## src/rtl/sram_roi_reader_pkg.sv

```systemverilog
// rtl/sram_roi_reader_pkg.sv - shared image constants, FSM states and pixel tags
//
// Purpose: frame geometry, state encoding and the {sof,eol,eof} pixel tag
//          shared by the ROI reader and its skid FIFO.
// Ports:   none (package).
package img_pkg;

  localparam int IMG_W  = 180;
  localparam int IMG_H  = 150;
  localparam int ADDR_W = 17;
  localparam int DATA_W = 8;

  typedef enum logic [1:0] {
    ST_IDLE,
    ST_CHECK,
    ST_READ,
    ST_DRAIN
  } state_t;

  typedef struct packed {
    logic sof;
    logic eol;
    logic eof;
  } pix_tag_t;

  // 9-bit sums so that e.g. x0=200,w=100 cannot wrap back inside the frame.
  function automatic logic roi_reject(input logic [7:0] x0, input logic [7:0] y0,
                                      input logic [7:0] w, input logic [7:0] h,
                                      input int img_w, input int img_h);
    logic [8:0] x_end;
    logic [8:0] y_end;
    x_end = {1'b0, x0} + {1'b0, w};
    y_end = {1'b0, y0} + {1'b0, h};
    return (w == 8'd0) || (h == 8'd0) || (x_end > 9'(img_w)) || (y_end > 9'(img_h));
  endfunction

endpackage

```

## src/rtl/sram_roi_reader_if.sv

```systemverilog
// rtl/sram_roi_reader_if.sv - pixel output stream interface
//
// Purpose: valid/ready pixel stream with frame and line markers.
// Ports:   pix_data/pix_valid/pix_sof/pix_eol/pix_eof driven by the master,
//          pix_ready driven by the slave.
interface sram_roi_reader_if #(
  parameter int DATA_W = 8
) ();

  logic [DATA_W-1:0] pix_data;
  logic              pix_valid;
  logic              pix_ready;
  logic              pix_sof;
  logic              pix_eol;
  logic              pix_eof;

  modport master (
    output pix_data, pix_valid, pix_sof, pix_eol, pix_eof,
    input  pix_ready
  );

  modport slave (
    input  pix_data, pix_valid, pix_sof, pix_eol, pix_eof,
    output pix_ready
  );

endinterface

```

## src/rtl/sram_roi_reader_fifo.sv

```systemverilog
// rtl/sram_roi_reader_fifo.sv - synchronous skid FIFO for returning RAM pixels
//
// Purpose: holds pixels plus tags that came back from the RAM until accepted.
// Ports:   clk, rst_n (async active-low), push/push_data, pop, head (oldest
//          entry), count (occupancy), empty.
module pix_skid_fifo #(
  parameter int FIFO_DEPTH = 3,
  parameter int WIDTH      = 11,
  parameter int CNT_W      = $clog2(FIFO_DEPTH + 1)
) (
  input  logic             clk,
  input  logic             rst_n,
  input  logic             push,
  input  logic [WIDTH-1:0] push_data,
  input  logic             pop,
  output logic [WIDTH-1:0] head,
  output logic [CNT_W-1:0] count,
  output logic             empty
);

  localparam int PTR_W = (FIFO_DEPTH > 1) ? $clog2(FIFO_DEPTH) : 1;

  logic [WIDTH-1:0] mem_q [FIFO_DEPTH];
  logic [PTR_W-1:0] wr_q;
  logic [PTR_W-1:0] rd_q;
  logic [CNT_W-1:0] cnt_q;
  logic             do_pop;

  assign do_pop = pop && (cnt_q != '0);
  assign head   = mem_q[rd_q];
  assign count  = cnt_q;
  assign empty  = (cnt_q == '0);

  // Storage is not reset; pointers and count define what is valid.
  always_ff @(posedge clk) begin
    if (push) begin
      mem_q[wr_q] <= push_data;
    end
  end

  always_ff @(posedge clk or negedge rst_n) begin
    if (!rst_n) begin
      wr_q  <= '0;
      rd_q  <= '0;
      cnt_q <= '0;
    end else begin
      if (push) begin
        wr_q <= (wr_q == PTR_W'(FIFO_DEPTH - 1)) ? '0 : wr_q + PTR_W'(1);
      end
      if (do_pop) begin
        rd_q <= (rd_q == PTR_W'(FIFO_DEPTH - 1)) ? '0 : rd_q + PTR_W'(1);
      end
      case ({push, do_pop})
        2'b10:   cnt_q <= cnt_q + CNT_W'(1);
        2'b01:   cnt_q <= cnt_q - CNT_W'(1);
        default: ;
      endcase
    end
  end

endmodule

```

## src/rtl/sram_roi_reader.sv

```systemverilog
// rtl/sram_roi_reader.sv - streams a rectangular ROI out of the pixel RAM
//
// Purpose: on start, validates the ROI, then reads it row-major through one
//          RAM port and emits it as a valid/ready pixel stream.
// Ports:   clk, rst_n (async active-low); start + roi_x0/y0/w/h request;
//          addr_a/w_en_a/data_in_a/data_out_a RAM port (read only);
//          pix stream interface (master); busy, done and err status.
module sram_roi_reader #(
  parameter int IMG_W      = img_pkg::IMG_W,
  parameter int IMG_H      = img_pkg::IMG_H,
  parameter int ADDR_W     = img_pkg::ADDR_W,
  parameter int DATA_W     = img_pkg::DATA_W,
  parameter int RD_LAT     = 1,
  parameter int FIFO_DEPTH = RD_LAT + 2
) (
  input  logic              clk,
  input  logic              rst_n,
  input  logic              start,
  input  logic [7:0]        roi_x0,
  input  logic [7:0]        roi_y0,
  input  logic [7:0]        roi_w,
  input  logic [7:0]        roi_h,
  output logic [ADDR_W-1:0] addr_a,
  output logic              w_en_a,
  output logic [DATA_W-1:0] data_in_a,
  input  logic [DATA_W-1:0] data_out_a,
  sram_roi_reader_if.master pix,
  output logic              busy,
  output logic              done,
  output logic              err
);

  import img_pkg::*;

  localparam int CNT_W = $clog2(FIFO_DEPTH + 1);
  localparam int FW    = DATA_W + 3;

  state_t            state_q;
  logic [7:0]        x0_q, y0_q, w_q, h_q;
  logic [7:0]        col_q, row_q;
  logic [ADDR_W-1:0] addr_q, row_base_q;
  logic              busy_q, done_q, err_q;

  // Tag pipeline runs alongside the RAM read pipeline so each returning
  // word arrives together with its markers.
  logic [RD_LAT-1:0] sr_vld_q;
  pix_tag_t          sr_tag_q [RD_LAT];
  logic [CNT_W-1:0]  inflight_q;

  logic [CNT_W-1:0]  fifo_count;
  logic [FW-1:0]     fifo_head;
  logic              fifo_empty, fifo_push, fifo_pop, pix_vld;
  pix_tag_t          head_tag;

  logic              last_col, last_row, credit_ok, issue;
  logic [CNT_W:0]    occupancy;
  pix_tag_t          issue_tag;

  assign last_col  = (col_q == w_q - 8'd1);
  assign last_row  = (row_q == h_q - 8'd1);
  // Counting inflight reads as occupied space means a returning word always
  // finds a free FIFO slot.
  assign occupancy = {1'b0, fifo_count} + {1'b0, inflight_q};
  assign credit_ok = (occupancy < (CNT_W + 1)'(FIFO_DEPTH));
  assign issue     = (state_q == ST_READ) && credit_ok;

  always_comb begin
    issue_tag     = '0;
    issue_tag.sof = (row_q == 8'd0) && (col_q == 8'd0);
    issue_tag.eol = last_col;
    issue_tag.eof = last_col && last_row;
  end

  assign fifo_push = sr_vld_q[RD_LAT-1];
  assign pix_vld   = ~fifo_empty;
  assign fifo_pop  = pix_vld && pix.pix_ready;
  assign head_tag  = pix_tag_t'(fifo_head[2:0]);

  pix_skid_fifo #(
    .FIFO_DEPTH (FIFO_DEPTH),
    .WIDTH      (FW),
    .CNT_W      (CNT_W)
  ) u_fifo (
    .clk       (clk),
    .rst_n     (rst_n),
    .push      (fifo_push),
    .push_data ({data_out_a, sr_tag_q[RD_LAT-1]}),
    .pop       (fifo_pop),
    .head      (fifo_head),
    .count     (fifo_count),
    .empty     (fifo_empty)
  );

  always_ff @(posedge clk or negedge rst_n) begin
    if (!rst_n) begin
      sr_vld_q   <= '0;
      inflight_q <= '0;
      for (int i = 0; i < RD_LAT; i++) sr_tag_q[i] <= '0;
    end else begin
      sr_vld_q[0] <= issue;
      sr_tag_q[0] <= issue_tag;
      for (int i = 1; i < RD_LAT; i++) begin
        sr_vld_q[i] <= sr_vld_q[i-1];
        sr_tag_q[i] <= sr_tag_q[i-1];
      end
      inflight_q <= inflight_q + CNT_W'(issue) - CNT_W'(fifo_push);
    end
  end

  // addr_q always holds the next address to issue, so the RAM sees it in the
  // first READ cycle without an extra register stage.
  always_ff @(posedge clk or negedge rst_n) begin
    if (!rst_n) begin
      state_q    <= ST_IDLE;
      x0_q       <= '0;
      y0_q       <= '0;
      w_q        <= '0;
      h_q        <= '0;
      col_q      <= '0;
      row_q      <= '0;
      addr_q     <= '0;
      row_base_q <= '0;
      busy_q     <= 1'b0;
      done_q     <= 1'b0;
      err_q      <= 1'b0;
    end else begin
      done_q <= 1'b0;
      case (state_q)
        ST_IDLE: begin
          if (start) begin
            x0_q    <= roi_x0;
            y0_q    <= roi_y0;
            w_q     <= roi_w;
            h_q     <= roi_h;
            // Rejection is decided on the request itself so err lands in
            // the CHECK cycle, one cycle after start.
            err_q   <= roi_reject(roi_x0, roi_y0, roi_w, roi_h, IMG_W, IMG_H);
            state_q <= ST_CHECK;
          end
        end
        ST_CHECK: begin
          err_q <= 1'b0;
          if (err_q) begin
            state_q <= ST_IDLE;
          end else begin
            row_base_q <= ADDR_W'(y0_q * IMG_W);
            addr_q     <= ADDR_W'(y0_q * IMG_W) + ADDR_W'(x0_q);
            col_q      <= '0;
            row_q      <= '0;
            busy_q     <= 1'b1;
            state_q    <= ST_READ;
          end
        end
        ST_READ: begin
          if (issue) begin
            if (last_col) begin
              if (last_row) begin
                state_q <= ST_DRAIN;
              end else begin
                col_q      <= '0;
                row_q      <= row_q + 8'd1;
                row_base_q <= row_base_q + ADDR_W'(IMG_W);
                addr_q     <= row_base_q + ADDR_W'(IMG_W) + ADDR_W'(x0_q);
              end
            end else begin
              col_q  <= col_q + 8'd1;
              addr_q <= addr_q + ADDR_W'(1);
            end
          end
        end
        ST_DRAIN: begin
          if ((inflight_q == '0) && fifo_pop && head_tag.eof) begin
            done_q  <= 1'b1;
            busy_q  <= 1'b0;
            state_q <= ST_IDLE;
          end
        end
        default: state_q <= ST_IDLE;
      endcase
    end
  end

  assign addr_a        = addr_q;
  assign w_en_a        = 1'b0;
  assign data_in_a     = '0;
  assign busy          = busy_q;
  assign done          = done_q;
  assign err           = err_q;

  // Head of an empty FIFO is stale storage; force the stream to zero then.
  assign pix.pix_valid = pix_vld;
  assign pix.pix_data  = pix_vld ? fifo_head[FW-1:3] : '0;
  assign pix.pix_sof   = pix_vld & head_tag.sof;
  assign pix.pix_eol   = pix_vld & head_tag.eol;
  assign pix.pix_eof   = pix_vld & head_tag.eof;

endmodule

```

## src/flat_wrapper.sv

```systemverilog
// flat-port wrapper written by rule: the top's interface ports become plain ports
module sram_roi_reader_flat import img_pkg::*;
#(
  parameter int IMG_W      = img_pkg::IMG_W,
  parameter int IMG_H      = img_pkg::IMG_H,
  parameter int ADDR_W     = img_pkg::ADDR_W,
  parameter int DATA_W     = img_pkg::DATA_W,
  parameter int RD_LAT     = 1,
  parameter int FIFO_DEPTH = RD_LAT + 2
)
  (clk, rst_n, start, roi_x0, roi_y0, roi_w, roi_h, addr_a, w_en_a, data_in_a, data_out_a, busy, done, err, pix_pix_data, pix_pix_valid, pix_pix_sof, pix_pix_eol, pix_pix_eof, pix_pix_ready);
  sram_roi_reader_if #(.DATA_W(DATA_W)) pix_i ();
  input  logic clk;
  input  logic rst_n;
  input  logic start;
  input  logic [7:0] roi_x0;
  input  logic [7:0] roi_y0;
  input  logic [7:0] roi_w;
  input  logic [7:0] roi_h;
  output logic [ADDR_W-1:0] addr_a;
  output logic w_en_a;
  output logic [DATA_W-1:0] data_in_a;
  input  logic [DATA_W-1:0] data_out_a;
  output logic busy;
  output logic done;
  output logic err;
  output wire logic [$bits(pix_i.pix_data)-1:0] pix_pix_data;
  output wire logic [$bits(pix_i.pix_valid)-1:0] pix_pix_valid;
  output wire logic [$bits(pix_i.pix_sof)-1:0] pix_pix_sof;
  output wire logic [$bits(pix_i.pix_eol)-1:0] pix_pix_eol;
  output wire logic [$bits(pix_i.pix_eof)-1:0] pix_pix_eof;
  input wire logic [$bits(pix_i.pix_ready)-1:0] pix_pix_ready;
  assign pix_pix_data = pix_i.pix_data;
  assign pix_pix_valid = pix_i.pix_valid;
  assign pix_pix_sof = pix_i.pix_sof;
  assign pix_pix_eol = pix_i.pix_eol;
  assign pix_pix_eof = pix_i.pix_eof;
  assign pix_i.pix_ready = pix_pix_ready;
  sram_roi_reader #(.IMG_W(IMG_W), .IMG_H(IMG_H), .ADDR_W(ADDR_W), .DATA_W(DATA_W), .RD_LAT(RD_LAT), .FIFO_DEPTH(FIFO_DEPTH)) u_core (.clk(clk), .rst_n(rst_n), .start(start), .roi_x0(roi_x0), .roi_y0(roi_y0), .roi_w(roi_w), .roi_h(roi_h), .addr_a(addr_a), .w_en_a(w_en_a), .data_in_a(data_in_a), .data_out_a(data_out_a), .pix(pix_i), .busy(busy), .done(done), .err(err));
endmodule
```

## config.mk

```make
export PLATFORM = sky130hd
export DESIGN_NAME = sram_roi_reader_flat
export DESIGN_NICKNAME = d
export VERILOG_FILES = /design/src/rtl/sram_roi_reader_pkg.sv /design/src/rtl/sram_roi_reader_if.sv /design/src/rtl/sram_roi_reader_fifo.sv /design/src/rtl/sram_roi_reader.sv /design/src/flat_wrapper.sv
export SDC_FILE = /design/constraint.sdc
export NUM_CORES = 1
export LEC_CHECK = 0
export BUFFER_PORTS_ARGS = -buffer_cell sky130_fd_sc_hd__buf_4
export CORE_MARGIN = 1.5
export CORE_UTILIZATION = 40
export CTS_CLUSTER_DIAMETER = 80
export DETAILED_ROUTE_END_ITERATION = 16
export SLEW_MARGIN = 30
export SYNTH_ARGS = -nofsm -noshare
export SYNTH_HDL_FRONTEND = slang
export SYNTH_SLANG_ARGS = --single-unit
export TNS_END_PERCENT = 30
```

## constraint.sdc

```tcl
create_clock -name clk -period 4.1 [get_ports clk]
set_clock_uncertainty 0.05 [all_clocks]
set_input_delay 0.205 -clock clk [delete_from_list [all_inputs] [get_ports clk]]
set_output_delay 0.205 -clock clk [all_outputs]
set_load 0.03 [all_outputs]
```

-- Word level (Yosys, flattened, before mapping)
Memory sizes are Yosys's and may differ from the RTL's.
Cells that the tools add are included.
- flip-flop bits (word level): 99
- RAM bits: 33
- output and inout port bits: 41
- logic and storage cells: 130
- memories kept: 1
- memory list (memory ; depth ; bits a word ; rd ports ; clocked after memory_dff ; wr ports ; RTL line ; RTL):
    u_core.u_fifo.mem_q ; 3 ; 11 ; 1 ; 0 ; 1 ; sram_roi_reader_fifo.sv:23 ; logic [WIDTH-1:0] mem_q [FIFO_DEPTH];
- add/subtract/negate cells: 17
- multiply operators: 1
- magnitude comparators: 3
- eq/ne operators: 17
- muxes and demuxes: 39
- bitwise gates (word level): 4
- reductions and logical operators: 28
- operators with widths (operator ; number):
    $mux 17 ; 8
    $pmux 17 s2 ; 2
    $mux 8 ; 8
    $logic_not 8->1 ; 4
    $pmux 8 s2 ; 2
    $add 8x8->9 ; 2
    $gt 9x8->1 const B ; 2
    $add 16x8->17 ; 1
    $add 17x1->17 const B ; 1
    $add 17x8->17 ; 1
    $add 17x8->17 const B ; 1
    $add 8x1->8 const B ; 2
    $eq 8x8->1 ; 2
    $mux 2 ; 8
    $sub 8x1->8 const B ; 2
    $mul 8x6->14 const B ; 1
    $eq 2x2->1 const B ; 5
    $reduce_and 5->1 ; 2
    $reduce_bool 2->1 ; 5
    $ne 2x1->1 const B ; 4
    $pmux 2 s4 ; 1
    $logic_and 1x1->1 ; 7
    $mux 1 ; 7
    $add 2x1->2 const B ; 3
    other kinds (17) ; 28

-- Depth between registers and ports, before layout
Gate-level depths: netlist of run 1.
- depth in word-level cells: 7
- mapped depth: 17
- mapped depth without buffers: 17

-- Hierarchy
Synthesis of run 1 repeated with hierarchy kept, for this count alone.
- cells, all modules: 1006
- area total of the unflattened synthesis: 9352.7 um^2
- by module, submodules not included (module ; instances ; cells an instance ; area an instance (um^2)):
    sram_roi_reader ; 1 ; 910 ; 7853.8
    pix_skid_fifo ; 1 ; 96 ; 1498.9

-- Worst setup path before layout of run 1
No wires, ideal clock.
- path type: reg2reg
- start point: reg u_core.y0_q[3]
- end point: reg u_core.addr_q[14], in the netlist u_core.addr_a[14]
- setup time: 0.116 ns
- arrival time: 3.875 ns
- data required time: 3.934 ns
- slack: 0.059 ns
- stages on the path, launching flop included: 15
- buffers on the path: 0
- clock period less this slack: 4.041 ns
- path through: dfrtp_1 -> ha_1 -> fa_1 -> inv_1 -> fa_1 -> inv_1 -> ha_1 -> a21o_1 -> a31o_2 -> o2111a_1 -> a211oi_1 -> o31ai_1 -> nor4_1 -> xor2_1 -> o311ai_0
- cells in the longest elaborated chain, start to end: 4
- ends and longest elaborated chain (what ; RTL line ; RTL):
    from (decl) ; sram_roi_reader.sv:39 ; logic [7:0] x0_q, y0_q, w_q, h_q;
    from (signal assigned) ; sram_roi_reader.sv:132 ; y0_q <= roi_y0;
    $mul 8x6->14 ; sram_roi_reader.sv:147 ; addr_q <= ADDR_W'(y0_q * IMG_W) + ADDR_W'(x0_q);
    $add 16x8->17 ; sram_roi_reader.sv:147 ;
    $mux 17 ; sram_roi_reader.sv:143 ; if (err_q) begin
    $pmux 17 s2 ; sram_roi_reader.sv:128 ; case (state_q)
    to (signal assigned) ; sram_roi_reader.sv:147 ;
    to (signal assigned) ; sram_roi_reader.sv:163 ; addr_q <= row_base_q + ADDR_W'(IMG_W) + ADDR_W'(x0_q);
    to (signal assigned) ; sram_roi_reader.sv:167 ; addr_q <= addr_q + ADDR_W'(1);
    to (decl) ; sram_roi_reader.sv:41 ; logic [ADDR_W-1:0] addr_q, row_base_q;
Every way passes these cells. The select of a mux whose other input is x is not followed.
A chain may end at the register's enable or synchronous reset.

-- Worst setup path after layout of run 1
- start point: reg u_core.y0_q[5]
- end point: reg u_core.addr_q[15], in the netlist u_core.addr_a[15]
Same word-level chain as after synthesis.

==> results.cfg, run 1 <==
[final_layout]
finalNetCount = 1242
n_antenna_cell = 0
layout-area-overhead-vs-synth_pct = 23.46
fill_cells = 2119
drive_above_1_share = 0.1915
layout.cells.most_common = sky130_fd_sc_hd__buf_4
top_library_cells_by_usage_in_the_layout_fill_and_taps_aside = sky130_fd_sc_hd__buf_4 (107), sky130_fd_sc_hd__dfrtp_1 (96), sky130_fd_sc_hd__nand2_1 (80)

[floorplan]
fp.dieArea_sq_um = 24010
die_height_um = 155.0
rows = 55
ioPinCount = 85
die-width_um = 155.0
coreArea_sq_um = 22640
floorplan.initialDensity = 0.4080

[global_routing]
via_count_of_the_first_global_routing_pass = 7068
grt_overflow_total = 0
maximum_number_of_pins_on_one_net_before_global_route_repair = 71
grt_pass1_wl_um = 36270
antenna_found_initial = 0
aggregate_global_route_resource_usage = 0.1880

[setup_path]
worstSetupStartpointType = flop
ff2ff_path_depth = 16
r2r_start = u_core.y0_q[5]
rr_endpoint = u_core.addr_a[15]
arrival_ns = 4.24
cp.required_ns = 4.38
critPathCaptureType = flop
cp_max_fo = 4
critical_path_class = reg2reg
reg2reg_slack_ns = 0.15

[synthesis]
synth_top_area_share = 0.2628
synth-seq-cells = 130
post_synth_main_area_contributors = sky130_fd_sc_hd__dfrtp_1 (26%), sky130_fd_sc_hd__edfxtp_1 (11%), sky130_fd_sc_hd__ha_1 (9.5%)
synth_enable_flop_cells = 33
synthDistinctLibCells = 76
synth_top_area_cell = sky130_fd_sc_hd__dfrtp_1
synth-seq-area-share = 0.3700
synthesis.instances = 985
yosys_warning_count = 0
synth_top_flop_cell = sky130_fd_sc_hd__dfrtp_1
syn-cell-area_sq_um = 9238
asyncSetResetFlopFracSynth = 0.7462
synthesis.area_per_instance_sq_um = 9.378

[routing]
avgRoutedWirePerCell_um = 15.78
drcViolationCount = 0
final_antenna_net_count = 0
detailroute.via_count = 7595
initialDrtViolationCount = 403
aggregate_routed_wire_length_um = 22290
avgViaCountPerCell = 5.375
first_pass_iteration_count_of_the_detailed_router = 5

[sta]
fin_ws_ns = 0.1454
layout_min_cycle_time_ns = 3.955
fmax_mhz = 252.9
max_slew_margin = 0.3744
period_share = 0.9645
hold_viol = 0
final_report_setup_violation_count = 0
tightest_slew_ns = 0.9263
slew_violations = 0
finalHoldWorstSlack_ns = 0.01319

[cts]
cts_tree = built
clk_latency_ns = 0.42
cts_made_buffers = 17
path_clk_slew_ns = 0.07
ctsRootBufferMaster = sky130_fd_sc_hd__clkbuf_16
cts.htree.levels = 4
cts.sink_count = 130
buffers_from_clock_root_to_sink_at_most = 2

[min_path]
worst_hold_path.num_cells = 2
worst_hold_path.endpoint = u_core.y0_q[7]
min-delay-start = roi_y0[7]
holdCritPathClass = in2reg

[power]
power.density_nw_per_um2 = 445.6
power_leakage_nw = 5.188
vdd_ir_drop_max_mv = 0.2659

[placed_design]
gpl.final_weighted_congestion = 0.7924
port_buffers = 75
hpwl_um = 16630
placement.setup.worst_slack_ns = -0.03501

[job]
timing.max_cap.violations = 0

[outcome]
run_status = complete, no violations
## layout make-up
type	count	area (sq um)	share of cell area
clock buffers	17	425.4	0.03730
clock inverters	15	188.9	0.01657
well taps	285	356.6	0.03127
repair buffers	144	1175	0.1030
flip-flops and latches	130	3420	0.2998
multi-input cells	749	5565	0.4880
inverters	73	274.0	0.02403
## worst max-delay path by stage
stage                   start                 to  slack [ns]  cells past startpoint
3_3_place_gp   u_core.y0_q[5]  u_core.addr_a[14]        0.03                     15
4_1_cts        u_core.y0_q[5]  u_core.addr_a[15]        0.03                     15
6_report       u_core.y0_q[5]  u_core.addr_a[15]        0.15                     16
5_1_grt        u_core.y0_q[2]  u_core.addr_a[11]      -0.004                     18
2_1_floorplan  u_core.y0_q[3]  u_core.addr_a[14]        0.06                     14
3_5_place_dp   u_core.y0_q[5]  u_core.addr_a[14]       -0.04                     15
## report_power, final
part | switching (mW) | internal, mW | total, mW | leakage [nW]
combinational | 1.08 | 0.656 | 1.74 | 3.29
sequential | 0.197 | 1.56 | 1.75 | 1.60
clock | 0.663 | 0.927 | 1.59 | 0.296
## synthesized netlist by cell type, types with 11 or more instances
library cell                n
sky130_fd_sc_hd__nand2b_1  12
sky130_fd_sc_hd__nor4_1    11
sky130_fd_sc_hd__a21oi_1   53
sky130_fd_sc_hd__nor2_1    75
sky130_fd_sc_hd__nor3_1    19
sky130_fd_sc_hd__xnor2_1   42
sky130_fd_sc_hd__mux2i_1   19
sky130_fd_sc_hd__dfrtp_1   97
sky130_fd_sc_hd__ha_1      70
sky130_fd_sc_hd__edfxtp_1  33
sky130_fd_sc_hd__xor2_1    33
sky130_fd_sc_hd__a21o_1    13
sky130_fd_sc_hd__mux2_2    33
sky130_fd_sc_hd__nand2_1   80
sky130_fd_sc_hd__o21ai_0   67
sky130_fd_sc_hd__inv_1     73
sky130_fd_sc_hd__fa_1      13
sky130_fd_sc_hd__clkbuf_1  26
sky130_fd_sc_hd__nand3_1   27
## state kept, by name, summed over array words and instances (netlist names)
signal,count
u_core.addr_a,17
u_core.state_q,2
u_core.col_q,8
u_core.w_q,8
u_core.h_q,8
u_core.y0_q,8
u_core.inflight_q,2
u_core.row_base_q,15
u_core.err,1
u_core.done,1
u_core.u_fifo.mem_q,33
u_core.u_fifo.wr_q,2
u_core.row_q,8
u_core.u_fifo.count,2
u_core.busy,1
u_core.x0_q,8
u_core.fifo_push,1
u_core.sr_tag_q,3
u_core.u_fifo.rd_q,2
## layer usage
metal  track usage  share of wire  wire [um]
met4       0.04899         0.0076        170
met1        0.2562           0.48      10650
met3       0.02646          0.033        730
met5             0              0          0
met2        0.3141           0.48      10740
## stage by stage
stage / power (mW) / utilization / std cells / instance area [sq um] / TNS [ns]
3_5_place_dp: 3.497 / 0.4518 / 1342 / 10230 / -0.04263
3_3_place_gp: 3.458 / 0.4517 / 1342 / 10230 / 0
6_report: 5.082 / 0.5037 / 1413 / 11400 / 0
4_1_cts: 5.119 / 0.4952 / 1409 / 11210 / 0
5_1_grt: 5.373 / 0.5037 / 1413 / 11400 / -0.004360
2_1_floorplan: 2.928 / - / 993 / 9268 / 0
## repair_timing
| item | in CTS | in global routing |
|---|---|---|
| resized for setup | 4 | 25 |
| buffers inserted | 0 | 3 |
| hold endpoints to repair | 119 | 1 |
| pin swaps | 1 | 12 |
| hold buffers | 35 | 1 |
| endpoints found under the setup margin | 3 | 6 |
## worst max-delay path: stages, from the launching register on
cell and delay [ns]:
sky130_fd_sc_hd__dfrtp_2 0.45, sky130_fd_sc_hd__ha_4 0.23, sky130_fd_sc_hd__buf_4 0.12, sky130_fd_sc_hd__ha_1 0.26
sky130_fd_sc_hd__inv_1 0.05, sky130_fd_sc_hd__fa_1 0.54, sky130_fd_sc_hd__inv_1 0.06, sky130_fd_sc_hd__ha_1 0.28
sky130_fd_sc_hd__a21o_1 0.20, sky130_fd_sc_hd__and4_1 0.23, sky130_fd_sc_hd__o2111a_1 0.28, sky130_fd_sc_hd__buf_4 0.14
sky130_fd_sc_hd__or4_4 0.49, sky130_fd_sc_hd__nand3_4 0.10, sky130_fd_sc_hd__o31a_1 0.14, sky130_fd_sc_hd__o21ai_1 0.07
sky130_fd_sc_hd__a31oi_1 0.18
## kinds of logic after synthesis
family,Yosys count,share of synthesized area
compound gates,230,0.1620
xor+xnor,75,0.07111
fa+ha+maj,83,0.1230
buf+inv,114,0.05065
flops,130,0.3700
mux,52,0.06082
other cells,1,0.0004059
simple gates,300,0.1620
Note: power is estimated with default switching activity, not from simulation.
==> run 2: changes to the inputs <==
- CAP_MARGIN: unset -> 10
- SKIP_LAST_GASP: unset -> 1
- SYNTH_HIERARCHICAL: unset -> 1
==> results.cfg, run 2 <==
[min_path]
holdCritPathClass = in2reg
worst_hold_path.endpoint = u_core/x0_q[3]
worst_hold_path.num_cells = 3
min-delay-start = roi_x0[3]

[outcome]
run_status = complete, no violations

[floorplan]
die_height_um = 155.9
die-width_um = 155.9
fp.dieArea_sq_um = 24310
coreArea_sq_um = 22780
ioPinCount = 85
floorplan.initialDensity = 0.4106
rows = 55

[setup_path]
ff2ff_path_depth = 15
cp.required_ns = 4.34
rr_endpoint = u_core/addr_a[16]
cp_max_fo = 4
worstSetupStartpointType = flop
r2r_start = u_core/y0_q[2]
critPathCaptureType = flop
reg2reg_slack_ns = 0.13
arrival_ns = 4.21
critical_path_class = reg2reg

[sta]
tightest_slew_ns = 0.8957
final_report_setup_violation_count = 0
layout_min_cycle_time_ns = 3.972
period_share = 0.9689
rsz0062_at_grt = yes
max_slew_margin = 0.4029
fmax_mhz = 251.7
slew_violations = 0
hold_viol = 0

[global_routing]
grt_overflow_total = 0
grt_pass1_wl_um = 38300
aggregate_global_route_resource_usage = 0.2006
antenna_found_initial = 0
maximum_number_of_pins_on_one_net_before_global_route_repair = 60
via_count_of_the_first_global_routing_pass = 7483

[routing]
drcViolationCount = 0
detailroute.via_count = 7824
final_antenna_net_count = 0
avgViaCountPerCell = 5.388
aggregate_routed_wire_length_um = 23430
first_pass_iteration_count_of_the_detailed_router = 5
avgRoutedWirePerCell_um = 16.13
initialDrtViolationCount = 630

[synthesis]
synth_top_flop_cell = sky130_fd_sc_hd__dfrtp_1
yosys_warning_count = 6
syn-cell-area_sq_um = 9353
synthesis.area_per_instance_sq_um = 9.297
synthDistinctLibCells = 83
synth_most_common_cell = sky130_fd_sc_hd__dfrtp_1
asyncSetResetFlopFracSynth = 0.7462
post_synth_main_area_contributors = sky130_fd_sc_hd__dfrtp_1 (26%), sky130_fd_sc_hd__edfxtp_1 (11%), sky130_fd_sc_hd__ha_1 (8.8%)
synth_enable_flop_cells = 33
synth-seq-cells = 130
synthesis.instances = 1006
synth_top_cells_by_count = sky130_fd_sc_hd__dfrtp_1 (97), sky130_fd_sc_hd__nand2_1 (93), sky130_fd_sc_hd__o21ai_0 (84)
synth_top_area_share = 0.2595
synth_top_area_cell = sky130_fd_sc_hd__dfrtp_1
synth-seq-area-share = 0.3655

[cts]
cts_made_buffers = 17
cts_post_setup_buffers_inserted = 0
cts.sink_count = 130
cts_tree = built
ctsRootBufferMaster = sky130_fd_sc_hd__clkbuf_16
buffers_from_clock_root_to_sink_at_most = 2
clk_latency_ns = 0.42
cts.htree.levels = 4
path_clk_slew_ns = 0.06

[final_layout]
post_route_non_filler_standard_cell_count = 1452
fill_cells = 2107
n_antenna_cell = 0
largest_reg_flops = 33
layout-area-overhead-vs-synth_pct = 21.40
top_library_cells_by_usage_in_the_layout_fill_and_taps_aside = sky130_fd_sc_hd__buf_4 (102), sky130_fd_sc_hd__dfrtp_1 (95), sky130_fd_sc_hd__nand2_1 (93)
max_flop_register = u_core/u_fifo/mem_q
multiInputGateArea_sq_um = 5563
register_area_sq_um = 3421
layout.cells.most_common = sky130_fd_sc_hd__buf_4
drive_above_1_share = 0.1756
finalNetCount = 1249

[placed_design]
gpl.final_weighted_congestion = 0.8504
port_buffers = 75
hpwl_um = 17270
place_inst = 1380

[job]
timing.max_cap.violations = 0
==> run 2: final cells by class <==
class,instances,area share
Timing Repair Buffer,142,0.1027
Clock inverter,15,0.01168
Clock buffer,17,0.03747
Sequential cell,130,0.3013
Inverter,68,0.02248
Tap cell,313,0.03449
Multi-Input combinational cell,767,0.4899
==> run 2: critical path, stage by stage, from the launching register on <==
cell	delay [ns]
sky130_fd_sc_hd__dfrtp_2	0.44
sky130_fd_sc_hd__ha_1	0.35
sky130_fd_sc_hd__ha_1	0.30
sky130_fd_sc_hd__inv_1	0.05
sky130_fd_sc_hd__fa_1	0.56
sky130_fd_sc_hd__inv_1	0.06
sky130_fd_sc_hd__ha_1	0.31
sky130_fd_sc_hd__a21oi_1	0.27
sky130_fd_sc_hd__nor2_1	0.10
sky130_fd_sc_hd__or3_1	0.36
sky130_fd_sc_hd__nand4_1	0.21
sky130_fd_sc_hd__nor4_2	0.08
sky130_fd_sc_hd__buf_4	0.15
sky130_fd_sc_hd__nor3b_1	0.13
sky130_fd_sc_hd__a221oi_1	0.30
sky130_fd_sc_hd__o22ai_1	0.13
==> run 2: logic make-up after synthesis <==
logic type,count (synthesis),synth area share
multiplexers,47,0.05378
AND/OR/NAND/NOR,336,0.1841
other,1,0.0004010
XOR/XNOR,65,0.06087
AO/OA/AOI/OAI,231,0.1607
buffers and inverters,117,0.05859
flip-flops,130,0.3655
adder cells (fa/ha/maj),79,0.1161
==> run 2: stage by stage <==
step	hold slack, ns	TNS, ns	worst slack, ns	util	area [sq um]
global route	0.04020	-0.08720	-0.04034	0.4985	11350
finish	0.02710	0	0.1277	0.4985	11350
floorplan	-0.1406	0	0.1554	-	9383
global placement	0.2937	0	0.08926	0.4499	10250
detailed placement	0.2905	0	0.04241	0.4500	10250
CTS	0.01679	0	0.002237	0.4921	11210
==> run 2: repair_timing <==
action,CTS,global route
endpoints found under the hold margin,112,0
hold buffers,40,0
endpoints found under the setup margin,0,9
resized for setup,0,27
==> run 2: layer usage <==
layer	routed length, um	GRT usage
met1	11190	0.2754
met2	10600	0.3198
met3	1200	0.03528
met4	439	0.06712
met5	0	0
==> run 2: how the worst max path moves through the flow <==
stage	start	cells past startpoint	end	slack [ns]
finish	u_core/y0_q[2]	15	u_core/addr_a[16]	0.13
CTS	u_core/y0_q[2]	17	u_core/addr_a[14]	0.002
global placement	u_core/y0_q[2]	17	u_core/addr_a[14]	0.09
detailed placement	u_core/y0_q[2]	17	u_core/addr_a[14]	0.04
global route	u_core/y0_q[2]	17	u_core/addr_a[14]	-0.04
floorplan	u_core/y0_q[5]	15	u_core/addr_a[15]	0.16
Power of run 2 is left out: the tool's default activity adds up to more than one toggle a clock period on the data nets, which glitch-free logic cannot reach.
==> run 3: changes to the inputs <==
==> constraint.sdc (replaced) <==
create_clock -name clk -period 4.1 [get_ports clk]
set_clock_uncertainty 0.05 [all_clocks]
set_input_delay 0.82 -clock clk [delete_from_list [all_inputs] [get_ports clk]]
set_output_delay 0.82 -clock clk [all_outputs]
set_load 0.03 [all_outputs]
==> results.cfg, run 3 (synthesis gave the netlist of run 2 again) <==
[placed_design]
place_inst = 1379
hpwl_um = 17030
gpl.final_weighted_congestion = 0.8416
port_buffers = 75
placed_cell_area_sq_um = 10250

[setup_path]
worstSetupStartpointType = flop
cp_num_cells = 15
cell_chain_critical_path = ha_1 > ha_1 > inv_1 > fa_1 > inv_1 > ha_1 > a21oi_1 > nor2_1 > or3_1 > nand4_1 > nor4_2 > buf_4 > nor3b_1 > a221oi_1 > o22ai_1
cp.required_ns = 4.31
crit_path_top_delay_cell = sky130_fd_sc_hd__fa_1
critPathCaptureType = flop
cp_max_fo = 4
ff2ff_path_depth = 15
max_stage_delay_ns = 0.56
critical_path_class = reg2reg
cp.buffers_inverters = 3
arrival_ns = 4.14
reg2reg_slack_ns = 0.17
rr_endpoint = u_core/addr_a[16]
r2r_start = u_core/y0_q[2]
timing.critical_path.mode_cell = sky130_fd_sc_hd__ha_1
path_delay_family = adder cells

[floorplan]
fp.dieArea_sq_um = 24310
ioPinCount = 85
die_height_um = 155.9
die-width_um = 155.9
rows = 55
coreArea_sq_um = 22780
floorplan.initialDensity = 0.4106

[routing]
avgRoutedWirePerCell_um = 15.92
initialDrtViolationCount = 497
first_pass_iteration_count_of_the_detailed_router = 5
final_antenna_net_count = 0
detailroute.via_count = 7529
aggregate_routed_wire_length_um = 22480
drcViolationCount = 0
avgViaCountPerCell = 5.332

[global_routing]
aggregate_global_route_resource_usage = 0.1915
via_count_of_the_first_global_routing_pass = 7290
grt_overflow_total = 0
antenna_found_initial = 0
maximum_number_of_pins_on_one_net_before_global_route_repair = 77
grt_pass1_wl_um = 36850

[final_layout]
layout.cells.most_common = sky130_fd_sc_hd__buf_4
drive_above_1_share = 0.1783
finalNetCount = 1209
fill_cells = 2137
top_library_cells_by_usage_in_the_layout_fill_and_taps_aside = sky130_fd_sc_hd__buf_4 (101), sky130_fd_sc_hd__dfrtp_1 (96), sky130_fd_sc_hd__nand2_1 (93)
layout-area-overhead-vs-synth_pct = 17.32
post_route_non_filler_standard_cell_count = 1412
n_antenna_cell = 0
final_design_area_no_fill_sq_um = 10970
max_flop_register = u_core/u_fifo/mem_q
largest_reg_flops = 33

[cts]
path_clk_slew_ns = 0.06
clk_latency_ns = 0.42
cts_made_buffers = 17
ctsRootBufferMaster = sky130_fd_sc_hd__clkbuf_16
cts-hold-fix-buffers = 0
cts.sink_count = 130
buffers_from_clock_root_to_sink_at_most = 2
cts_tree = built
cts.htree.levels = 4

[sta]
layout_min_cycle_time_ns = 3.933
period_share = 0.9593
slew_violations = 0
tightest_slew_ns = 0.9016
fmax_mhz = 254.2
rsz0062_at_grt = yes
hold_viol = 0
final_report_setup_violation_count = 0
finalHoldWorstSlack_ns = 0.3705
max_slew_margin = 0.3967

[outcome]
run_status = complete, no violations

[job]
timing.max_cap.violations = 0

[min_path]
holdCritPathClass = in2async
## run 3: cell count changes in the layout (fill, tap and decap cells not counted), sizes merged
cell         previous run  this run
dlygate4sd3            40         0
clkinv                  7         8
clkbuf                 17        19
clkinvlp                2         1
inv                    73        69
bufinv                  1         3
## run 3: through the flow
step	worst slack [ns]	util	setup TNS [ns]
6_report	0.1668	0.4817	0
3_3_place_gp	0.1017	0.4495	0
2_1_floorplan	0.1554	-	0
3_5_place_dp	0.01302	0.4498	0
5_1_grt	-0.02873	0.4817	-0.04262
4_1_cts	-0.008655	0.4761	-0.008655
## run 3: area by class of cell
type | instances | area (sq um) | area share
Multi-Input combinational cell | 767 | 5543 | 0.5051
Sequential cell | 130 | 3420 | 0.3116
Timing Repair Buffer | 102 | 769.5 | 0.07013
Clock buffer | 19 | 432.9 | 0.03945
Tap cell | 313 | 391.6 | 0.03569
Inverter | 68 | 255.2 | 0.02326
Clock inverter | 13 | 161.4 | 0.01471
## run 3: worst max-delay path by stage
stage / start / slack [ns] / end
after floorplan: u_core/y0_q[5] / 0.16 / u_core/addr_a[15]
after detailed placement: u_core/y0_q[2] / 0.01 / u_core/addr_a[15]
after CTS: u_core/y0_q[2] / -0.009 / u_core/addr_a[15]
after global placement: u_core/y0_q[2] / 0.10 / u_core/addr_a[15]
final: u_core/y0_q[2] / 0.17 / u_core/addr_a[16]
after global routing: u_core/y0_q[3] / -0.03 / u_core/addr_a[15]
## run 3: per-layer routing
| layer | routed length [um] | vias to the layer above | global-route usage |
|---|---|---|---|
| li1 | - | 3752 | - |
| met1 | 11110 | 3561 | 0.2666 |
| met3 | 918 | 19 | 0.02750 |
| met2 | 10180 | 197 | 0.3126 |
| met5 | 0 | - | 0 |
| met4 | 272 | 0 | 0.04898 |
## run 3: worst reg2reg max path: cells and delay by family (launching register included)
family | cells | cell delay, ns
flip-flops | 1 | 0.44
buffers and inverters | 3 | 0.27
AND/OR/NAND/NOR | 5 | 0.84
adder cells (fa/ha/maj) | 4 | 1.54
AO/OA/AOI/OAI | 3 | 0.63
## run 3: what timing repair did
item                       4_1_cts  5_1_grt
gates resized for setup          1       24
setup endpoints to repair        1        7
pin swaps                        0        7
hold endpoints to repair         0        0
setup buffers                    0        1
Power of run 3 is left out for the same reason.
